==> config.mk <==
export PLATFORM = sky130hd
export DESIGN_NAME = mem_stage_lsu
export DESIGN_NICKNAME = d
export VERILOG_FILES = /design/src/rtl/mem_stage_lsu.sv
export SDC_FILE = /design/constraint.sdc
export NUM_CORES = 1
export LEC_CHECK = 0
export ABC_AREA = 1
export CAP_MARGIN = 20
export CELL_PAD_IN_SITES_DETAIL_PLACEMENT = 0
export CELL_PAD_IN_SITES_GLOBAL_PLACEMENT = 1
export CORE_MARGIN = 4
export CORE_UTILIZATION = 34
export DETAILED_ROUTE_END_ITERATION = 7
export PLACE_DENSITY = 0.95
export SYNTH_ARGS = -nofsm -noshare
export SYNTH_HDL_FRONTEND = slang
export SYNTH_SLANG_ARGS = --single-unit
==> constraint.sdc <==
create_clock -name clk -period 4.8 [get_ports clk]
set_input_delay 0.96 -clock clk [delete_from_list [all_inputs] [get_ports clk]]
set_output_delay 0.96 -clock clk [all_outputs]
set_load 0.03 [all_outputs]
==> src/rtl/mem_stage_lsu.sv <==
// mem_stage_lsu: MEM-stage load/store unit driving a word-wide memory without byte enables
//   Loads complete in the request cycle: the memory read is combinational and the
//   result is extended here. SW is a single write. SB/SH become a 3-cycle
//   read-modify-write: IDLE latches the request, RMW_RD reads and merges, RMW_WR writes.
//   Optional macro LSU_MISALIGN_TRAP_EN adds misaligned-access trapping.
// Ports:
//   clk, rst_n                    clock, asynchronous active-low reset
//   req_valid/we/funct3/addr/wdata  EX/MEM load/store request
//   flush                         squash the in-flight request
//   stall                         hold EX/MEM and earlier stages
//   load_data, load_valid         extended load result, valid this cycle
//   oob_err                       registered pulse for a suppressed out-of-range access
//   misalign_err, misalign_addr   (LSU_MISALIGN_TRAP_EN only) pulse and last faulting address
//   mem_addr/wdata/we/re, mem_rdata  word port to the data memory
module mem_stage_lsu #(
   parameter int MEM_AW = 6,
   parameter int ADDR_W = 32
) (
   input  logic              clk,
   input  logic              rst_n,
   input  logic              req_valid,
   input  logic              req_we,
   input  logic [2:0]        req_funct3,
   input  logic [ADDR_W-1:0] req_addr,
   input  logic [31:0]       req_wdata,
   input  logic              flush,
   output logic              stall,
   output logic [31:0]       load_data,
   output logic              load_valid,
   output logic              oob_err,
`ifdef LSU_MISALIGN_TRAP_EN
   output logic              misalign_err,
   output logic [ADDR_W-1:0] misalign_addr,
`endif
   output logic [ADDR_W-1:0] mem_addr,
   output logic [31:0]       mem_wdata,
   output logic              mem_we,
   output logic              mem_re,
   input  logic [31:0]       mem_rdata
);
   typedef enum logic [1:0] {IDLE, RMW_RD, RMW_WR} state_t;
   state_t state, state_n;
   logic [ADDR_W-1:0] a_q;
   logic [15:0] d_q;
   logic half_q;
   logic [31:0] merge_q, merged;
   logic act, oob, mis, bad, is_word, is_half;
   logic [7:0] rb;
   logic [15:0] rh;
   // reset also masks the combinational strobes so nothing reaches memory while rst_n is low
   assign act = rst_n && state == IDLE && req_valid && !flush;
   assign oob = |req_addr[ADDR_W-1:MEM_AW+2];
   // funct3[1] set covers W and the undefined codes, all handled as word accesses
   assign is_word = req_funct3[1];
   assign is_half = req_funct3[1:0] == 2'b01;
`ifdef LSU_MISALIGN_TRAP_EN
   assign mis = (is_half && req_addr[0]) || (is_word && |req_addr[1:0]);
`else
   assign mis = 1'b0;
`endif
   assign bad = oob || mis;
   assign rb = mem_rdata[{req_addr[1:0], 3'b000} +: 8];
   assign rh = mem_rdata[{req_addr[1], 4'b0000} +: 16];
   always_comb begin
      merged = mem_rdata;
      if (half_q) merged[{a_q[1], 4'b0000} +: 16] = d_q;
      else merged[{a_q[1:0], 3'b000} +: 8] = d_q[7:0];
   end
   always_comb begin
      state_n = state;
      stall = 1'b0;
      mem_we = 1'b0;
      mem_re = 1'b0;
      load_valid = 1'b0;
      load_data = '0;
      mem_addr = {req_addr[ADDR_W-1:2], 2'b00};
      mem_wdata = req_wdata;
      case (state)
         IDLE: begin
            if (act && !bad) begin
               if (!req_we) begin
                  mem_re = 1'b1;
                  load_valid = 1'b1;
                  load_data = is_word ? mem_rdata :
                              is_half ? {{16{rh[15] & ~req_funct3[2]}}, rh} :
                                        {{24{rb[7] & ~req_funct3[2]}}, rb};
               end else if (is_word) begin
                  mem_we = 1'b1;
               end else begin
                  stall = 1'b1;
                  state_n = RMW_RD;
               end
            end
         end
         RMW_RD: begin
            mem_addr = {a_q[ADDR_W-1:2], 2'b00};
            mem_re = 1'b1;
            stall = 1'b1;
            state_n = flush ? IDLE : RMW_WR;
         end
         RMW_WR: begin
            // past the point of no return: flush no longer cancels the write
            mem_addr = {a_q[ADDR_W-1:2], 2'b00};
            mem_we = 1'b1;
            mem_wdata = merge_q;
            state_n = IDLE;
         end
         default: state_n = IDLE;
      endcase
   end
   always_ff @(posedge clk or negedge rst_n) begin
      if (!rst_n) begin
         state <= IDLE;
         a_q <= '0;
         d_q <= '0;
         half_q <= 1'b0;
         merge_q <= '0;
         oob_err <= 1'b0;
      end else begin
         state <= state_n;
         oob_err <= act && oob;
         if (state == IDLE && state_n == RMW_RD) begin
            a_q <= req_addr;
            d_q <= req_wdata[15:0];
            half_q <= req_funct3[0];
         end
         if (state == RMW_RD) merge_q <= merged;
      end
   end
`ifdef LSU_MISALIGN_TRAP_EN
   always_ff @(posedge clk or negedge rst_n) begin
      if (!rst_n) begin
         misalign_err <= 1'b0;
         misalign_addr <= '0;
      end else begin
         misalign_err <= act && mis;
         if (act && mis) misalign_addr <= req_addr;
      end
   end
`endif
endmodule

* Word-level counts from Yosys, hierarchy flattened *
Index checks and enable logic that the tools add are counted.

word-level totals
  input bits = 104
  register bits = 84
  logic and storage cells = 59

operators by class
  reductions and logical operators = 11
  bitwise logic cells = 3
  add/sub/neg operators = 2
  equality and inequality tests = 4
  mux-type cells = 27
  shifts and indexed selects = 6

operator list
  cell                       number
  $mux W32                   8
  $bwmux W32                 2
  $shift A16 B7 Y32 const A  1
  $shift A8 B7 Y32 const A   1
  $shiftx A16 B7 Y32         1
  $shiftx A32 B6 Y16         1
  $shiftx A32 B6 Y8          1
  $shiftx A8 B7 Y32          1
  $reduce_or A24 Y1          1
  $neg A5 Y7                 2
  $mux W1                    9
  $mux W2                    4
  $eq A2 B1 Y1 const B       3
  $logic_and A1 B1 Y1        6
  $pmux W1 S2                3
  $pmux W2 S2                1
  $and A1 B1 Y1              2
  $eq A2 B2 Y1 const B       1
  $logic_not A1 Y1           2
  $logic_not A2 Y1           1
  $reduce_or A2 Y1           1
  $not A1 Y1                 1

* Longest topological paths before layout *
Gate-level depths: netlist of run 1.

  depth in word-level cells = 9
  depth in mapped cells = 12
  depth with buffers taken out = 10

* Least setup slack after synthesis of run 1 *
No wires, ideal clock.

  kind = input port to output port
  start point = in req_addr[22]
  end point = out load_data[0]
  setup slack = 0.994 ns
  path buffers = 0
  cell stages on the path = 9
  arrival = 2.846 ns
  path through = nor2_1 nand2_1 nor2_1 nand2_1 nor2_2 nand2_1 nor2_2 clkinv_1 a211oi_1

on the way
  word-level cells in the longest chain between the ends = 5

RTL lines
  what                 RTL line  source
  from (decl)          24        input logic [ADDR_W-1:0] req_addr,
  $reduce_or A24 Y1    52        assign oob = |req_addr[ADDR_W-1:MEM_AW+2];
  $logic_not A1 Y1     80        if (act && !bad) begin
  $logic_and A1 B1 Y1  80
  $mux W32             80
  $mux W32             78        case (state)
  to (decl)            28        output logic [31:0] load_data,

Every way passes these cells.

* Final worst setup path of run 1 *
  start point = in req_addr[18]
  end point = out load_data[22]

The elaborated chain is that of the path after synthesis.

==> results of run 1 <==
synth_stat cells (5+ instances only):
cell / instances
sky130_fd_sc_hd__mux2_2: 30
sky130_fd_sc_hd__dfrtp_1: 84
sky130_fd_sc_hd__nor2_1: 72
sky130_fd_sc_hd__a31oi_1: 33
sky130_fd_sc_hd__nand2_1: 245
sky130_fd_sc_hd__o22ai_1: 24
sky130_fd_sc_hd__buf_2: 14
sky130_fd_sc_hd__ha_1: 8
sky130_fd_sc_hd__inv_1: 56
sky130_fd_sc_hd__o21ai_0: 53
sky130_fd_sc_hd__nand3_1: 9
sky130_fd_sc_hd__buf_1: 5
sky130_fd_sc_hd__nor3_1: 9
sky130_fd_sc_hd__a21oi_1: 65
sky130_fd_sc_hd__clkbuf_1: 42
sky130_fd_sc_hd__nand4_1: 52
sky130_fd_sc_hd__a211oi_1: 11
critical path, stage by stage:
cell and delay, ps:
sky130_fd_sc_hd__clkdlybuf4s50_1 450, sky130_fd_sc_hd__nor2_1 120, sky130_fd_sc_hd__nand2_1 70, sky130_fd_sc_hd__nor2_1 120, sky130_fd_sc_hd__nand2_1 110, sky130_fd_sc_hd__nor2_2 180
sky130_fd_sc_hd__nand2_1 120, sky130_fd_sc_hd__nor2_2 150, sky130_fd_sc_hd__nand2_1 350, sky130_fd_sc_hd__a21oi_1 280, sky130_fd_sc_hd__clkdlybuf4s50_1 700
flip-flops by register name, summed over array words and instances, names as in the netlist:
name,count
merge_q,32
a_q,32
oob_err,1
half_q,1
state,2
d_q,16
power groups by stage:
| stage | Combinational [W] | Sequential [W] | Clock [W] |
|---|---|---|---|
| final | 0.000548 | 0.000792 | 0.000768 |
| after global routing | 0.000595 | 0.000797 | 0.000817 |
| after CTS | 0.000548 | 0.000791 | 0.000778 |
| after detailed placement | 0.000545 | 0.000803 | 0 |
| after global placement | 0.000541 | 0.000804 | 0 |
| after floorplan | 0.000298 | 0.000789 | 0 |
path summary, 6_finish.rpt:
check,start,to,slack (ps),depth (start not counted)
max in group asynchronous,rst_n,merge_q[0]$_DFFE_PN0P_,3450,3
hold reg to reg,a_q[12]$_DFFE_PN0P_,a_q[12]$_DFFE_PN0P_,470,2
hold / removal,a_q[12]$_DFFE_PN0P_,a_q[12]$_DFFE_PN0P_,470,2
setup / recovery,req_addr[18],load_data[22],220,11
setup reg to reg,state[1]$_DFF_PN0_,a_q[10]$_DFFE_PN0P_,1830,8
min in group asynchronous,rst_n,state[0]$_DFF_PN0_,700,2
routing by layer:
metal / GRT usage [%] / share of wire (%) / vias up
met5: 0 / 0 / -
met4: 7.96 / 3.2 / 0
met3: 4.63 / 7.3 / 44
met2: 33.6 / 46 / 266
met1: 27.7 / 43 / 2992
li1: - / - / 3161
cells by family (layout without fill, tap and decap cells):
logic type / after synthesis / count (layout) / share of synthesized area (%)
adder cells (fa/ha/maj): 8 / 8 / 1.73
AO/OA/AOI/OAI: 193 / 193 / 18.7
flip-flops: 84 / 84 / 36.3
multiplexers: 30 / 30 / 5.84
other: 1 / 2 / 0.0648
AND/OR/NAND/NOR: 394 / 394 / 28.6
buffers and inverters: 125 / 291 / 8.67
placed cells by master (no fill, tap or decap), types with 2 or more instances in the layout:
master,instances
sky130_fd_sc_hd__inv_2,3
sky130_fd_sc_hd__nand3_1,9
sky130_fd_sc_hd__nand3_2,2
sky130_fd_sc_hd__ha_1,7
sky130_fd_sc_hd__o22ai_1,24
sky130_fd_sc_hd__clkdlybuf4s50_1,194
sky130_fd_sc_hd__a21oi_1,65
sky130_fd_sc_hd__conb_1,2
sky130_fd_sc_hd__nor2_2,2
sky130_fd_sc_hd__dfrtp_1,84
sky130_fd_sc_hd__nor2_1,72
sky130_fd_sc_hd__clkbuf_16,9
sky130_fd_sc_hd__buf_4,19
sky130_fd_sc_hd__a31oi_1,33
sky130_fd_sc_hd__inv_1,55
sky130_fd_sc_hd__nand2_1,244
sky130_fd_sc_hd__mux2_2,30
sky130_fd_sc_hd__nor3_1,9
sky130_fd_sc_hd__clkinvlp_4,3
sky130_fd_sc_hd__a211oi_1,11
sky130_fd_sc_hd__nand4_1,52
sky130_fd_sc_hd__o211ai_1,2
sky130_fd_sc_hd__nand2_2,4
sky130_fd_sc_hd__o21ai_0,53
sky130_fd_sc_hd__clkinv_1,3
sky130_fd_sc_hd__bufinv_16,2
metrics by stage:
step                      cell area, um2  cells  worst slack, ps  power [W]  hold WS (ps)
final                               8230   1222              219    0.00211           465
after floorplan                     5790    836              994    0.00109           436
after global placement              7880   1205              304    0.00134           452
after CTS                           8210   1221              188    0.00212           471
after detailed placement            7880   1205              198    0.00135           457
after global routing                8230   1222             6.45    0.00221           497
final cells by class:
cell class              instances  area, um2  area share (%)
clock inverters                 6       87.6            1.06
clock buffers                  10        239            2.90
well taps                     220        275            3.35
repair buffers                214       2100            25.6
multi-input cells             627       3190            38.8
inverters                      61        229            2.78
flip-flops and latches         84       2100            25.6
==> impl_metrics.yaml, run 1 <==
outcome:
  run_status: "finished clean"
drt:
  number_of_detailed_routing_iterations_run_before_antenna_repair: 5
  wire_per_inst_um: 17.0
  via_count: 6463
  route.antenna.remaining_nets: 0
  detail_route.wirelength_um: 20800
  drt_iter0_drc: 466
  viasPerCell: 5.29
  route.detailed.drc: 0
clock_tree:
  tritoncts.num_buffers: 9
  tritoncts: "built"
  htreeDepth: 3
  root_buffer_master: "sky130_fd_sc_hd__clkbuf_16"
  clk-insertion-delay-late_ps: 350
  postCtsSetupRepairBufs: 0
  worst_setup_hold_path_clk_slew_ps: 60
  clockBufferDepth: 2
  postCtsResizedCells: 0
  holdBufCountCts: 0
  cts.sink_count: 84
hold_path:
  path_category_of_the_worst_min_delay_check: "flip-flop to flip-flop"
place:
  final_replace_weighted_congestion: 0.888
  place.detailed.hpwl_um: 15200
  io_buffer_count: 202
synth:
  ys_ff_latch: 84
  synth_top_area_cell: "sky130_fd_sc_hd__dfrtp_1"
  seq_area_frac_synth_pct: 36.3
  netlist_area_mm2: 0.00578
  synthesis.area_per_instance_um2: 6.93
  synth.distinct_cells: 31
  synth-async-reset-ratio_pct: 100
  synthTopCellsByArea: "sky130_fd_sc_hd__dfrtp_1, sky130_fd_sc_hd__nand2_1, sky130_fd_sc_hd__mux2_2, sky130_fd_sc_hd__a21oi_1, sky130_fd_sc_hd__nand4_1"
  synth-edff-count: 0
  synthCells: 835
  synthDominantCellAreaShare_pct: 36.3
  postSynth.topFlopCell: "sky130_fd_sc_hd__dfrtp_1"
  synth-warning-count: 0
floorplan:
  floorplan.die_area_mm2: 0.0192
  core.rowCount: 47
  placeableCoreArea_mm2: 0.0166
  die_x_um: 138
  initial_core_utilization_pct: 34.8
  pin_count: 205
  chipHeight_um: 138
global_routing:
  global_route.usage.total_pct: 21.0
  first_global_vias: 6132
  grt-ovfl-total: 0
  grt_max_degree: 85
  grt_first_pass_wirelength_um: 33300
  number_of_antenna_violations_at_the_first_check_in_global_routing: 0
timing:
  hold_viol_final: 0
  worstMarginPinSlew_ps: 1050
  timing.max_slew.rel_slack_pct: 29.9
  finalCriticalPeriod_ps: 4580
  worst_clock_skew_ps: 9.01
  setup_repair_after_global_routing_missed_its_margin: "false"
  timing_max_transition_violations_final: 0
  setup-tns-final_ps: 0
  finalSetupViolations: 0
  maxClockFrequency_mhz: 218
  fin_crit_sh_pct: 95.4
pwr:
  vdd_ir_max_v: 0.000177
  switching_power_w: 0.000645
  part_of_the_power_in_the_clock_network_pct: 36.4
  power.share.combinational_pct: 26.0
  switching_share_pct: 30.6
  reported_leakage_power_nw: 3.70
  internal_power_w: 0.00146
  power_density_cells_mw_per_mm2: 256
  pwr-share-seq_pct: 37.6
final_layout:
  nets_finish: 1109
  antenna_cells_inserted: 0
  post_route_cells_drive_above_1_share_pct: 7.78
  num-fill-cells: 1687
  finish.utilization_pct: 49.4
  area_delta_synth_final_pct: 42.2
worst_setup_path:
  worst-endpoint-required_ps: 3840
  worst-endpoint-arrival_ps: 3620
  timing_worst_setup_path_type: "primary input to output port"
  crit_path_start_kind: "primary input"
  path_max_fanout: 16
  endpoint_kind: "output port"
run:
  number_of_violations_of_the_max_capacitance_limit: 0
No activity file was read; power rests on OpenSTA's default activity.
==> run 2: changes to the inputs <==
--- a/config.mk
+++ b/config.mk
@@ -12,6 +12,7 @@
 export CORE_MARGIN = 4
 export CORE_UTILIZATION = 34
 export DETAILED_ROUTE_END_ITERATION = 7
+export GPL_TIMING_DRIVEN = 0
 export PLACE_DENSITY = 0.95
 export SYNTH_ARGS = -nofsm -noshare
 export SYNTH_HDL_FRONTEND = slang
==> impl_metrics.yaml, run 2 (same netlist as run 1, synthesis figures left out) <==
worst_setup_path:
  path_max_fanout: 10
  endpoint_kind: "output port"
  r2r_start: "a_q[1]$_DFFE_PN0P_"
  reg2reg_slack_ps: 2160
  crit-reg2reg-capture: "merge_q[0]$_DFFE_PN0P_"
  worst-endpoint-required_ps: 3840
  timing_worst_setup_path_type: "primary input to output port"
  worst_r2r_path_cells: 8
  worst-endpoint-arrival_ps: 3600
  crit_path_start_kind: "primary input"
pwr:
  part_of_the_power_in_the_clock_network_pct: 31.7
  reported_leakage_power_nw: 3.90
  power.share.combinational_pct: 28.7
  total_power_w: 0.00199
  power_density_cells_mw_per_mm2: 237
  switching_share_pct: 32.3
  pwr-share-seq_pct: 39.6
  vdd_ir_max_v: 0.000161
  internal_power_w: 0.00135
  switching_power_w: 0.000642
clock_tree:
  clockBufferDepth: 2
  htreeDepth: 3
  postCtsSetupRepairBufs: 0
  tritoncts: "built"
  cts.sink_count: 84
  worst_setup_hold_path_clk_slew_ps: 60
  holdBufCountCts: 0
  root_buffer_master: "sky130_fd_sc_hd__clkbuf_16"
  postCtsResizedCells: 0
  tritoncts.num_buffers: 9
  clk-insertion-delay-late_ps: 350
drt:
  viasPerCell: 5.22
  route.detailed.drc: 0
  via_count: 6654
  detail_route.wirelength_um: 22800
  number_of_detailed_routing_iterations_run_before_antenna_repair: 5
  wire_per_inst_um: 17.9
  route.antenna.remaining_nets: 0
  drt_iter0_drc: 511
floorplan:
  chipHeight_um: 138
  initial_core_utilization_pct: 34.8
  die_x_um: 138
  pin_count: 205
  placeableCoreArea_mm2: 0.0166
  core.rowCount: 47
  floorplan.die_area_mm2: 0.0192
final_layout:
  largestRegisters: "a_q (32), merge_q (32), d_q (16)"
  post_route_cells_drive_above_1_share_pct: 6.83
  nets_finish: 1162
  num-fill-cells: 1711
  mostFrequentLayoutCell: "sky130_fd_sc_hd__nand2_1"
  antenna_cells_inserted: 0
  layout.cells.most_common_list: "sky130_fd_sc_hd__nand2_1, sky130_fd_sc_hd__clkdlybuf4s50_1, sky130_fd_sc_hd__dfrtp_1"
  area_delta_synth_final_pct: 45.1
  finish.utilization_pct: 50.4
  layout.cells.non_filler: 1274
global_routing:
  first_global_vias: 6438
  grt_first_pass_wirelength_um: 36000
  grt_max_degree: 60
  global_route.usage.total_pct: 23.2
  number_of_antenna_violations_at_the_first_check_in_global_routing: 0
  grt-ovfl-total: 0
place:
  io_buffer_count: 202
  final_replace_weighted_congestion: 0.963
  place_inst: 1259
  preCtsSetupSlack_ps: 164
  place.detailed.hpwl_um: 18200
timing:
  worstMarginPinSlew_ps: 711
  setup_ws_ps: 241
  timing.max_slew.rel_slack_pct: 52.6
  timing_max_transition_violations_final: 0
  setup_repair_after_global_routing_missed_its_margin: "false"
  maxClockFrequency_mhz: 219
  finalCriticalPeriod_ps: 4560
  final.hold.worst_slack_ps: 467
  finalSetupViolations: 0
  hold_viol_final: 0
  fin_crit_sh_pct: 95.0
  worst_clock_skew_ps: 9.93
run:
  number_of_violations_of_the_max_capacitance_limit: 0
hold_path:
  hold_end: "a_q[31]$_DFFE_PN0P_"
  hold_path_startpoint: "a_q[31]$_DFFE_PN0P_"
  min_delay_path_depth: 2
  path_category_of_the_worst_min_delay_check: "flip-flop to flip-flop"
outcome:
  run_status: "finished clean"
-- run 2: per-layer routing --
layer | GRT usage (%) | up-vias | wire [um]
li1 | - | 3264 | -
met1 | 31.4 | 3070 | 10200
met2 | 36.4 | 282 | 10200
met3 | 6.22 | 38 | 1700
met4 | 7.18 | 0 | 665
met5 | 0 | - | 0
-- run 2: metrics by stage --
stage          setup TNS, ps  cell area (um2)
5_1_grt                    0             8390
2_1_floorplan              0             5790
3_3_place_gp         -168330             8090
4_1_cts                    0             8370
3_5_place_dp               0             8110
6_report                   0             8390
-- run 2: layout make-up --
cell class / count / area, um2 / share of cell area (%)
clock buffer: 11 / 233 / 2.77
buffer: 64 / 273 / 3.25
timing repair buffer: 203 / 2070 / 24.6
clock inverter: 4 / 27.5 / 0.328
sequential: 84 / 2100 / 25.1
multi-input combinational: 627 / 3180 / 38.0
tap: 220 / 275 / 3.28
inverter: 61 / 229 / 2.73
-- run 2: critical path, stage by stage --
cell and delay (ps):
sky130_fd_sc_hd__clkdlybuf4s50_1 460, sky130_fd_sc_hd__nor2_1 140, sky130_fd_sc_hd__nand4_1 200, sky130_fd_sc_hd__nor2_2 200, sky130_fd_sc_hd__nand2_1 110, sky130_fd_sc_hd__nor2_2 170, sky130_fd_sc_hd__nand2_1 230, sky130_fd_sc_hd__buf_2 270
sky130_fd_sc_hd__a21oi_1 140, sky130_fd_sc_hd__clkdlybuf4s50_1 720
-- run 2: power groups by stage --
stage	logic, W	registers (W)	clock network, W
after floorplan	0.000298	0.000789	0
after global placement	0.000563	0.000798	0
after detailed placement	0.000567	0.000798	0
after CTS	0.000570	0.000786	0.000646
after global routing	0.000616	0.000793	0.000676
final	0.000571	0.000787	0.000630
-- run 2: worst max-delay path by stage --
| stage | from | end |
|---|---|---|
| 2_1_floorplan | req_addr[22] | load_data[0] |
| 3_3_place_gp | rst_n | load_data[24] |
| 6_report | req_addr[9] | load_data[28] |
| 4_1_cts | req_addr[18] | load_data[24] |
| 3_5_place_dp | req_addr[18] | load_data[24] |
| 5_1_grt | req_addr[22] | load_data[21] |
==> run 3: changes to the inputs <==
--- a/config.mk
+++ b/config.mk
@@ -12,6 +12,7 @@
 export CORE_MARGIN = 4
 export CORE_UTILIZATION = 34
 export DETAILED_ROUTE_END_ITERATION = 7
+export GPL_ROUTABILITY_DRIVEN = 1
 export GPL_TIMING_DRIVEN = 0
 export PLACE_DENSITY = 0.95
 export SYNTH_ARGS = -nofsm -noshare
==> constraint.sdc (replaced) <==
create_clock -name clk -period 4.8 [get_ports clk]
set_input_delay 0.48 -clock clk [delete_from_list [all_inputs] [get_ports clk]]
set_output_delay 0.48 -clock clk [all_outputs]
set_load 0.03 [all_outputs]
==> impl_metrics.yaml, run 3 (same netlist as run 1, synthesis figures left out) <==
worst_setup_path:
  crit-reg2reg-capture: "merge_q[0]$_DFFE_PN0P_"
  timing_worst_setup_path_type: "primary input to output port"
  reg2reg_slack_ps: 2170
  worst-endpoint-required_ps: 4320
  worst-endpoint-arrival_ps: 3230
  critPathLaunch: "req_addr[9]"
  r2r_start: "a_q[1]$_DFFE_PN0P_"
  crit_path_start_kind: "primary input"
  path_max_fanout: 10
  worst_r2r_path_cells: 8
  endpoint_kind: "output port"
drt:
  wire_per_inst_um: 17.8
  viasPerCell: 5.23
  route.antenna.remaining_nets: 0
  route.detailed.drc: 0
  via_count: 6666
  detail_route.wirelength_um: 22700
  number_of_detailed_routing_iterations_run_before_antenna_repair: 5
  drt_iter0_drc: 519
timing:
  finalCriticalPeriod_ps: 3710
  worst_clock_skew_ps: 9.13
  timing.max_slew.rel_slack_pct: 53.4
  setup_ws_ps: 1090
  hold_viol_final: 0
  setup_repair_after_global_routing_missed_its_margin: "false"
  finalSetupViolations: 0
  maxClockFrequency_mhz: 269
  final.hold.worst_slack_ps: 41.1
  timing_max_transition_violations_final: 0
  fin_crit_sh_pct: 77.3
  setup-tns-final_ps: 0
  worstMarginPinSlew_ps: 699
place:
  placement_cell_area_mm2: 0.00811
  preCtsSetupSlack_ps: 1120
  place.detailed.hpwl_um: 18200
  io_buffer_count: 202
  final_replace_weighted_congestion: 0.963
final_layout:
  largestRegisters: "a_q (32), merge_q (32), d_q (16)"
  antenna_cells_inserted: 0
  nets_finish: 1162
  area_delta_synth_final_pct: 44.7
  mostFrequentLayoutCell: "sky130_fd_sc_hd__nand2_1"
  layout.cells.most_common_list: "sky130_fd_sc_hd__nand2_1, sky130_fd_sc_hd__clkdlybuf4s50_1, sky130_fd_sc_hd__dfrtp_1"
  post_route_cells_drive_above_1_share_pct: 6.83
  post-route-cell-area_mm2: 0.00837
global_routing:
  grt-ovfl-total: 0
  global_route.usage.total_pct: 23.2
  grt_first_pass_wirelength_um: 36000
  number_of_antenna_violations_at_the_first_check_in_global_routing: 0
  first_global_vias: 6438
  grt_max_degree: 60
pwr:
  switching_share_pct: 32.3
  part_of_the_power_in_the_clock_network_pct: 31.7
  power_density_cells_mw_per_mm2: 237
  vdd_ir_max_v: 0.000161
  pwr-share-seq_pct: 39.6
  internal_power_w: 0.00135
  power.share.combinational_pct: 28.7
  total_power_w: 0.00199
  reported_leakage_power_nw: 3.75
  switching_power_w: 0.000642
clock_tree:
  tritoncts.num_buffers: 9
  htreeDepth: 3
  holdBufCountCts: 0
  root_buffer_master: "sky130_fd_sc_hd__clkbuf_16"
  clockBufferDepth: 2
  worst_setup_hold_path_clk_slew_ps: 60
  postCtsResizedCells: 0
  clk-insertion-delay-late_ps: 350
  cts.sink_count: 84
  postCtsSetupRepairBufs: 0
  tritoncts: "built"
floorplan:
  floorplan.die_area_mm2: 0.0192
  initial_core_utilization_pct: 34.8
  chipHeight_um: 138
  die_x_um: 138
  placeableCoreArea_mm2: 0.0166
  pin_count: 205
  core.rowCount: 47
hold_path:
  path_category_of_the_worst_min_delay_check: "primary input to async pin"
run:
  number_of_violations_of_the_max_capacitance_limit: 0
outcome:
  run_status: "finished clean"
[run 3: cell types whose count changed in the layout (fill, tap and decap cells not counted)]
cell and delta:
sky130_fd_sc_hd__clkdlybuf4s50_1 +8, sky130_fd_sc_hd__dlymetal6s2s_1 -8
[run 3: cell type report]
type / count / area (um2)
Sequential cell: 84 / 2100
Multi-Input combinational cell: 627 / 3180
Fill cell: 1714 / 8270
Inverter: 61 / 229
Timing Repair Buffer: 203 / 2050
Buffer: 64 / 273
Clock buffer: 11 / 233
Clock inverter: 4 / 27.5
Tap cell: 220 / 275
[run 3: critical path, cell delays in order]
cell	delay, ps
sky130_fd_sc_hd__clkdlybuf4s50_1	460
sky130_fd_sc_hd__nor2_1	140
sky130_fd_sc_hd__nand4_1	200
sky130_fd_sc_hd__nor2_2	200
sky130_fd_sc_hd__nand2_1	110
sky130_fd_sc_hd__nor2_2	160
sky130_fd_sc_hd__nand2_1	230
sky130_fd_sc_hd__buf_2	270
sky130_fd_sc_hd__a21oi_1	240
sky130_fd_sc_hd__clkdlybuf4s50_1	730
[run 3: power groups by stage]
stage                     Clock [W]  Sequential [W]  Combinational (W)
after floorplan                   0        0.000789           0.000298
after detailed placement          0        0.000798           0.000567
final                      0.000630        0.000787           0.000571
after global placement            0        0.000798           0.000563
after CTS                  0.000646        0.000786           0.000570
after global routing       0.000676        0.000793           0.000616
[run 3: worst max path at each step]
stage                     slack (ps)             to  cells after the start
after floorplan                 1950   load_data[0]                      9
final                           1090  load_data[24]                     10
after detailed placement        1120  load_data[24]                     12
after CTS                       1130  load_data[24]                     12
after global placement         -1790  load_data[24]                      9
after global routing             830  load_data[24]                     12
[run 3: routing by layer]
| layer | GRT usage (%) | share of wire, % | vias to the layer above |
|---|---|---|---|
| met5 | 0 | 0 | - |
| met4 | 7.18 | 2.9 | 0 |
| met3 | 6.22 | 8.1 | 36 |
| met2 | 36.4 | 45 | 305 |
| met1 | 31.4 | 44 | 3060 |
| li1 | - | - | 3265 |
[run 3: per-stage QoR]
stage	utilization (%)	std cells
4_1_cts	50.3	1274
6_report	50.3	1274
2_1_floorplan	-	836
5_1_grt	50.3	1274
3_3_place_gp	48.6	1258
3_5_place_dp	48.7	1259
